[src/rtl/slc3_io_pkg.sv]
// Shared types and constants for the SLC-3 board input front end.
package slc3_io_pkg;

  typedef enum logic [1:0] {REL, REL_CHK, PRS, PRS_CHK} deb_state_e;

  localparam int unsigned DEBOUNCE_CYCLES_SIM = 4;

endpackage

[src/rtl/slc3_input_conditioner_key_debounce.sv]
// One pushbutton channel: 2-flop synchroniser, debounce FSM and stability counter.
module key_debounce
  import slc3_io_pkg::*;
#(
  parameter int unsigned DEBOUNCE_CYCLES = 500000
) (
  input  logic Clk,
  input  logic Reset,
  input  logic key_n,
  output logic key_level,
  output logic key_press,
  output logic key_release
);

  if (DEBOUNCE_CYCLES < 1) begin : g_bad_debounce
    $error("key_debounce: DEBOUNCE_CYCLES must be at least 1");
  end

  localparam int unsigned CW = $clog2(DEBOUNCE_CYCLES + 1);
  localparam logic [CW-1:0] CNT_MAX = CW'(DEBOUNCE_CYCLES);
  localparam logic [CW-1:0] CNT_ONE = CW'(1);

  logic          sync1, sync2;
  logic          ks;
  logic [CW-1:0] cnt;
  deb_state_e    state;

  // Synchroniser holds the raw active-low level, so it resets to released (1).
  always_ff @(posedge Clk or posedge Reset) begin
    if (Reset) begin
      sync1 <= 1'b1;
      sync2 <= 1'b1;
    end else begin
      sync1 <= key_n;
      sync2 <= sync1;
    end
  end

  assign ks = ~sync2;

  always_ff @(posedge Clk or posedge Reset) begin
    if (Reset) begin
      state       <= REL;
      cnt         <= '0;
      key_level   <= 1'b0;
      key_press   <= 1'b0;
      key_release <= 1'b0;
    end else begin
      key_press   <= 1'b0;
      key_release <= 1'b0;
      case (state)
        REL: begin
          if (ks) begin
            state <= REL_CHK;
            cnt   <= CNT_ONE;
          end else begin
            cnt <= '0;
          end
        end
        REL_CHK: begin
          if (!ks) begin
            state <= REL;
            cnt   <= '0;
          end else if (cnt == CNT_MAX) begin
            state     <= PRS;
            cnt       <= '0;
            key_level <= 1'b1;
            key_press <= 1'b1;
          end else begin
            cnt <= cnt + 1'b1;
          end
        end
        PRS: begin
          if (!ks) begin
            state <= PRS_CHK;
            cnt   <= CNT_ONE;
          end else begin
            cnt <= '0;
          end
        end
        PRS_CHK: begin
          if (ks) begin
            state <= PRS;
            cnt   <= '0;
          end else if (cnt == CNT_MAX) begin
            state       <= REL;
            cnt         <= '0;
            key_level   <= 1'b0;
            key_release <= 1'b1;
          end else begin
            cnt <= cnt + 1'b1;
          end
        end
        default: begin
          state <= REL;
          cnt   <= '0;
        end
      endcase
    end
  end

endmodule

[src/rtl/slc3_input_conditioner.sv]
// Board input front end: per-KEY debounce channels plus a 2-flop switch synchroniser.
module slc3_input_conditioner
  import slc3_io_pkg::*;
#(
  parameter int unsigned NUM_KEYS        = 2,
  parameter int unsigned SW_WIDTH        = 10,
  parameter int unsigned DEBOUNCE_CYCLES = 500000
) (
  input  logic                Clk,
  input  logic                Reset,
  input  logic [NUM_KEYS-1:0] KEY_n,
  input  logic [SW_WIDTH-1:0] SW_raw,
  output logic [NUM_KEYS-1:0] key_level,
  output logic [NUM_KEYS-1:0] key_press,
  output logic [NUM_KEYS-1:0] key_release,
  output logic [SW_WIDTH-1:0] SW_sync
);

  logic [SW_WIDTH-1:0] sw_meta;

  for (genvar i = 0; i < NUM_KEYS; i++) begin : g_key
    key_debounce #(
      .DEBOUNCE_CYCLES(DEBOUNCE_CYCLES)
    ) u_debounce (
      .Clk        (Clk),
      .Reset      (Reset),
      .key_n      (KEY_n[i]),
      .key_level  (key_level[i]),
      .key_press  (key_press[i]),
      .key_release(key_release[i])
    );
  end

  always_ff @(posedge Clk or posedge Reset) begin
    if (Reset) begin
      sw_meta <= '0;
      SW_sync <= '0;
    end else begin
      sw_meta <= SW_raw;
      SW_sync <= sw_meta;
    end
  end

endmodule

[config.mk]
export PLATFORM = sky130hd
export DESIGN_NAME = slc3_input_conditioner
export DESIGN_NICKNAME = d
export VERILOG_FILES = /design/src/rtl/slc3_io_pkg.sv /design/src/rtl/slc3_input_conditioner_key_debounce.sv /design/src/rtl/slc3_input_conditioner.sv
export SDC_FILE = /design/constraint.sdc
export NUM_CORES = 1
export LEC_CHECK = 0
export ABC_CLOCK_PERIOD_IN_PS = 5100
export CORE_UTILIZATION = 30
export CTS_CLUSTER_SIZE = 30
export DETAILED_ROUTE_END_ITERATION = 10
export SLEW_MARGIN = 25
export SYNTH_ARGS = -nofsm -noshare
export SYNTH_HDL_FRONTEND = slang
export SYNTH_SLANG_ARGS = --single-unit
export TNS_END_PERCENT = 5
[constraint.sdc]
create_clock -name Clk -period 5.1 [get_ports Clk]
set_input_delay 1.02 -clock Clk [delete_from_list [all_inputs] [get_ports Clk]]
set_output_delay 1.02 -clock Clk [all_outputs]
set_load 0.03 [all_outputs]
After elaboration in Yosys (flattened, before gate mapping). Cells that the tools add are included.

Bits in registers: 72. Logic and storage cells: 96.

Mux-type cells: 46. Reductions and logical operators: 8. Equality and inequality tests: 24. Add/sub/neg operators: 2.

Operators with widths (number): 19-bit case mux with 4 select lines (2); 19-bit 2-to-1 mux (6); 19-bit by 1-bit adder with 19-bit output (second input constant) (2); 19-bit == test (second input constant) (2); 2-bit 2-to-1 mux (12); 1-bit 2-to-1 mux (22); 2-bit by 1-bit inequality test with 1-bit output (second input constant) (8); 2-bit case mux with 4 select lines (2); 5-bit AND reduction (2); 2-bit == test (second input constant) (4); 2-bit inequality test (second input constant) (4); 4-bit AND reduction (2); 3-bit by 1-bit inequality test with 1-bit output (second input constant) (2); 3-bit inequality test (second input constant) (2); 2-bit by 1-bit == test with 1-bit output (second input constant) (2); 2-bit zero test (2); 1-bit case mux with 2 select lines (2); 2-bit nonzero test (2).

Longest topological paths before layout.
Depth after elaboration: 4. Gate-level depth with buffers: 8. Mapped depth without buffers: 6.

By module. Synthesis repeated with hierarchy kept, for this count alone.

Cells, all modules: 269. Area total of the unflattened synthesis: 3045.4 um^2.

By module, submodules not included: key_debounce (g_key[1].u_debounce) (sequential area each 653.1 um^2, cells each 126, area each 1295.0 um^2, times used 1); key_debounce (g_key[0].u_debounce) (sequential area each 653.1 um^2, cells each 122, area each 1246.2 um^2, times used 1); slc3_input_conditioner (sequential area each 500.5 um^2, cells each 21, area each 504.2 um^2, times used 1).

Worst setup path before layout. No wires, ideal clock.

Kind: flip-flop to flip-flop. From: register g_key[1].u_debounce.cnt[12]. To: register g_key[1].u_debounce.cnt[11]. Setup slack: 3372 ps. Buffers on the path: 2. Data required time: 4981 ps. Setup time: 119 ps. Stages on the path, launching flop included: 7. Arrival: 1609 ps. Cell sequence: dfrtp_1 -> or4_1 -> nor3_2 -> a211o_1 -> buf_4 -> buf_4 -> nor2_1.

Word-level cells in the longest chain between the ends: 4.

RTL lines: start, declared (line slc3_input_conditioner_key_debounce.sv:25) `logic [CW-1:0] cnt;`; start signal, assigned (line slc3_input_conditioner_key_debounce.sv:70) `cnt <= cnt + 1'b1;`; start signal, assigned (line slc3_input_conditioner_key_debounce.sv:91) `cnt <= cnt + 1'b1;`; 19-bit == test * (line slc3_input_conditioner_key_debounce.sv:64, slc3_input_conditioner_key_debounce.sv:85); 19-bit 2-to-1 mux * (line slc3_input_conditioner_key_debounce.sv:64, slc3_input_conditioner_key_debounce.sv:85); 19-bit 2-to-1 mux (on tied branches) (line slc3_input_conditioner_key_debounce.sv:82, slc3_input_conditioner_key_debounce.sv:61); 19-bit case mux with 4 select lines * (line slc3_input_conditioner_key_debounce.sv:51) `case (state)`.

Every way passes the cells marked *; elsewhere a longest branch is shown, timed or not. A chain may end at the register's enable or synchronous reset.

Worst setup path in the final report.
From: register g_key[0].u_debounce.key_level. To: output port key_level[0].

RTL lines: start, declared (line slc3_input_conditioner_key_debounce.sv:10) `output logic key_level,`; start signal, assigned (line slc3_input_conditioner_key_debounce.sv:45) `key_level <= 1'b0;`; start signal, assigned (line slc3_input_conditioner_key_debounce.sv:67) `key_level <= 1'b1;`; start signal, assigned (line slc3_input_conditioner_key_debounce.sv:88) `key_level <= 1'b0;`; end, declared (line slc3_input_conditioner.sv:13) `output logic [NUM_KEYS-1:0] key_level,`.

No word-level cell between the ends.

==> flow_summary_export.csv <==
group,metric,value,unit
outcome,status,"finished clean",
detailed_routing,postRouteAntennaNets,0,
sta,skew,0.00816,ns
power,powerDensity,308,nW/um2
clocking,cts_tree,"yes",
sta,max_freq,0.410,GHz
die,core,9820,um2
setup_path,slowest_delay,0.70,ns
logic_synthesis,synth-seq-area-share,59.1,%
global_route,grt_pass1_wl,9.49,mm
sta,hold_viol,0,
finish,finalNetCount,322,
detailed_routing,remaining_drc_errors,0,
logic_synthesis,yosysMostFrequentCell,"dfrtp_1",
global_route,grt_max_degree,49,
hold_path,hp-class,"flop to flop",
detailed_routing,num_vias,2063,
clocking,clk_pin_slew,0.07,ns
sta,setup_viol,0,
logic_synthesis,async_reset_ff_share,100,%
logic_synthesis,synth_cell_types,39,
detailed_routing,dr.pass1.iters,4,
logic_synthesis,netlist_instances,276,
logic_synthesis,synth_edf_count,0,
setup_path,slowest_stage,"clkdlybuf4s50_1",
sta,tns,0,ns
logic_synthesis,ys_warn_count,0,
power,p_sw_share,21.9,%
run,drv_cap,0,
place,hpwl,3.72,mm
logic_synthesis,yosysTopAreaCellShare,55.6,%
logic_synthesis,synth_common_cells,"dfrtp_1, nor2_1, a21oi_1, inv_1",
logic_synthesis,synth_top_cell_by_area,"dfrtp_1",
sta,fin_crit,2.44,ns
clocking,cts_inserted_buffers,9,
setup_path,cp-start-kind,"flop",
die,io-pin-count,30,
clocking,cts_setup_buffers,0,
place,place_congestion,0.760,
power,seq_power_share,52.6,%
clocking,postCtsResizedCells,0,
setup_path,crit_arrival,1.42,ns
logic_synthesis,ys.flop_type,"dfrtp_1",
power,p_leak,1.50,nW
finish,diodes,0,
logic_synthesis,synth-seq-cells,72,
finish,finalNonFillerCells,442,
setup_path,crit_family,"buffers and inverters",
finish,layout-drive-gt1-share,7.77,%
power,p_sw,0.000247,W
sta,hold_ws,0.349,ns
global_route,antenna_found_initial,0,
detailed_routing,wirelength,5.40,mm
sta,tightestPinTransition,0.801,ns
die,die_w,103,um
detailed_routing,drt_iter0_markers,55,
finish,syn_to_final_growth,19.5,%
power,irDropWorstVdd,0.149,mV
power,p_clk_share,42.8,%
global_route,grt_pass1_vias,2078,
place,place_inst,426,
die,die_y,103,um
sta,rsz0062_at_grt,"no",
clocking,ctsHoldBuffers,0,
detailed_routing,routed_via_density,4.67,
clocking,clockBufferDepth,2,
global_route,grtUsageTotal,11.9,%
clocking,root_buffer,"clkbuf_8",
detailed_routing,wl_per_cell,12.2,um
sta,finalMaxSlewViolations,0,
die,start_util,31.1,%
die,rows,36,
clocking,insertion_delay,0.35,ns
setup_path,worst-path-buf-inv,1,
global_route,grt-ovfl-total,0,
die,die-area,10600,um2
logic_synthesis,syn-num-nets,294,
power,p_comb_share,4.6,%
clocking,htree_levels,3,
clocking,cts.sink_count,72,
logic_synthesis,syn-cell-area,3060,um2
logic_synthesis,synth_area_leaders,"dfrtp_1, nor2_1, dfstp_2",
power,intPower,0.000879,W
logic_synthesis,synth.avg_cell_area,11.1,um2
sta,relSlewSlack,46.5,%
sta,fin_crit_sh,47.8,%
setup_path,worstPathCellList,"clkdlybuf4s50_1",
setup_path,required,4.08,ns
finish,final_util,37.2,%
setup_path,worst_setup_path_end_kind,"output port",
place,portBuffers,29,
setup_path,critical_path_class,"flop to output port",
setup_path,worst-path-max-fanout,3,
-- layout by cell type, fill, tap and decap left out, types with 3 or more instances in the layout --
cell	Yosys	layout
o21ai_0	10	10
xor2_1	11	11
dfstp_2	4	4
inv_1	15	14
dfrtp_1	68	68
nor4_1	3	3
ha_1	4	4
nand2_1	12	12
or3_1	10	10
nor2_1	29	29
xnor2_1	12	12
or4_1	4	4
clkinv_2	0	3
a21oi_1	17	17
nand4_1	9	9
clkdlybuf4s50_1	0	29
and4_1	3	3
nand3_1	12	12
and3_1	12	12
clkbuf_8	0	9
-- flip-flops by register name, indices dropped and copies added (netlist names), named ones only --
signal and flops:
SW_sync 10, g_key.u_debounce.cnt 38, g_key.u_debounce.key_level 2, g_key.u_debounce.key_press 2
g_key.u_debounce.key_release 2, g_key.u_debounce.state 2, g_key.u_debounce.sync1 2, g_key.u_debounce.sync2 2
sw_meta 10
-- metrics by stage --
stage / instance area, um2 / worst slack [ns] / power, W
2_1_floorplan: 3060 / 2.26 / 0.000631
4_1_cts: 3650 / 2.61 / 0.00115
3_3_place_gp: 3440 / 2.49 / 0.000656
3_5_place_dp: 3440 / 2.48 / 0.000657
6_report: 3650 / 2.66 / 0.00113
5_1_grt: 3650 / 2.58 / 0.00118
-- power by group through the flow --
| stage | clock (W) | combinational, W | sequential (W) |
|---|---|---|---|
| floorplan | 0 | 0.0000212 | 0.000610 |
| CTS | 0.000499 | 0.0000538 | 0.000592 |
| global placement | 0 | 0.0000531 | 0.000603 |
| finish | 0.000482 | 0.0000516 | 0.000592 |
| global route | 0.000524 | 0.0000584 | 0.000593 |
| detailed placement | 0 | 0.0000536 | 0.000603 |
-- kinds of logic (layout without fill, tap and decap cells) --
group,count (synthesis),after routing,share of synthesized area (%)
flip-flops,72,72,59.1
XOR/XNOR,23,23,6.59
AND/OR/NAND/NOR,109,109,20.0
AO/OA/AOI/OAI,38,38,7.49
adder cells (fa/ha/maj),4,4,1.64
multiplexers,2,2,0.655
buffers and inverters,28,61,4.50
-- cell type report --
type | count | area (um2)
fill | 1000 | 6160
sequential | 72 | 1810
multi-input combinational | 176 | 1110
timing repair buffer | 30 | 298
tap | 133 | 166
clock buffer | 10 | 128
clock inverter | 6 | 85.1
inverter | 15 | 57.6
-- worst paths after layout --
path | startpoint | endpoint | slack [ns] | cells past startpoint
max in group asynchronous | Reset | g_key[1].u_debounce.sync2$_DFF_PP1_ | 3.12 | 3
min in group asynchronous | Reset | g_key[1].u_debounce.cnt[7]$_DFF_PP0_ | 1.13 | 2
setup / recovery | g_key[0].u_debounce.key_level$_DFFE_PP0P_ | key_level[0] | 2.66 | 1
hold reg to reg | sw_meta[2]$_DFF_PP0_ | SW_sync[2]$_DFF_PP0_ | 0.35 | 0
hold / removal | sw_meta[2]$_DFF_PP0_ | SW_sync[2]$_DFF_PP0_ | 0.35 | 0
setup reg to reg | g_key[1].u_debounce.cnt[14]$_DFF_PP0_ | g_key[1].u_debounce.cnt[2]$_DFF_PP0_ | 3.01 | 4
-- metal layers --
metal  share of wire (%)  vias to the layer above  routed length (um)  track usage, %
li1                    -                     1026                   -               -
met1                  47                      995                2530            14.5
met2                  47                       32                2550            19.0
met3                 4.3                       10                 231            4.68
met4                 1.6                        0                  87            4.77
met5                   0                        -                   0               0
Power figures use the tool's default switching activity.
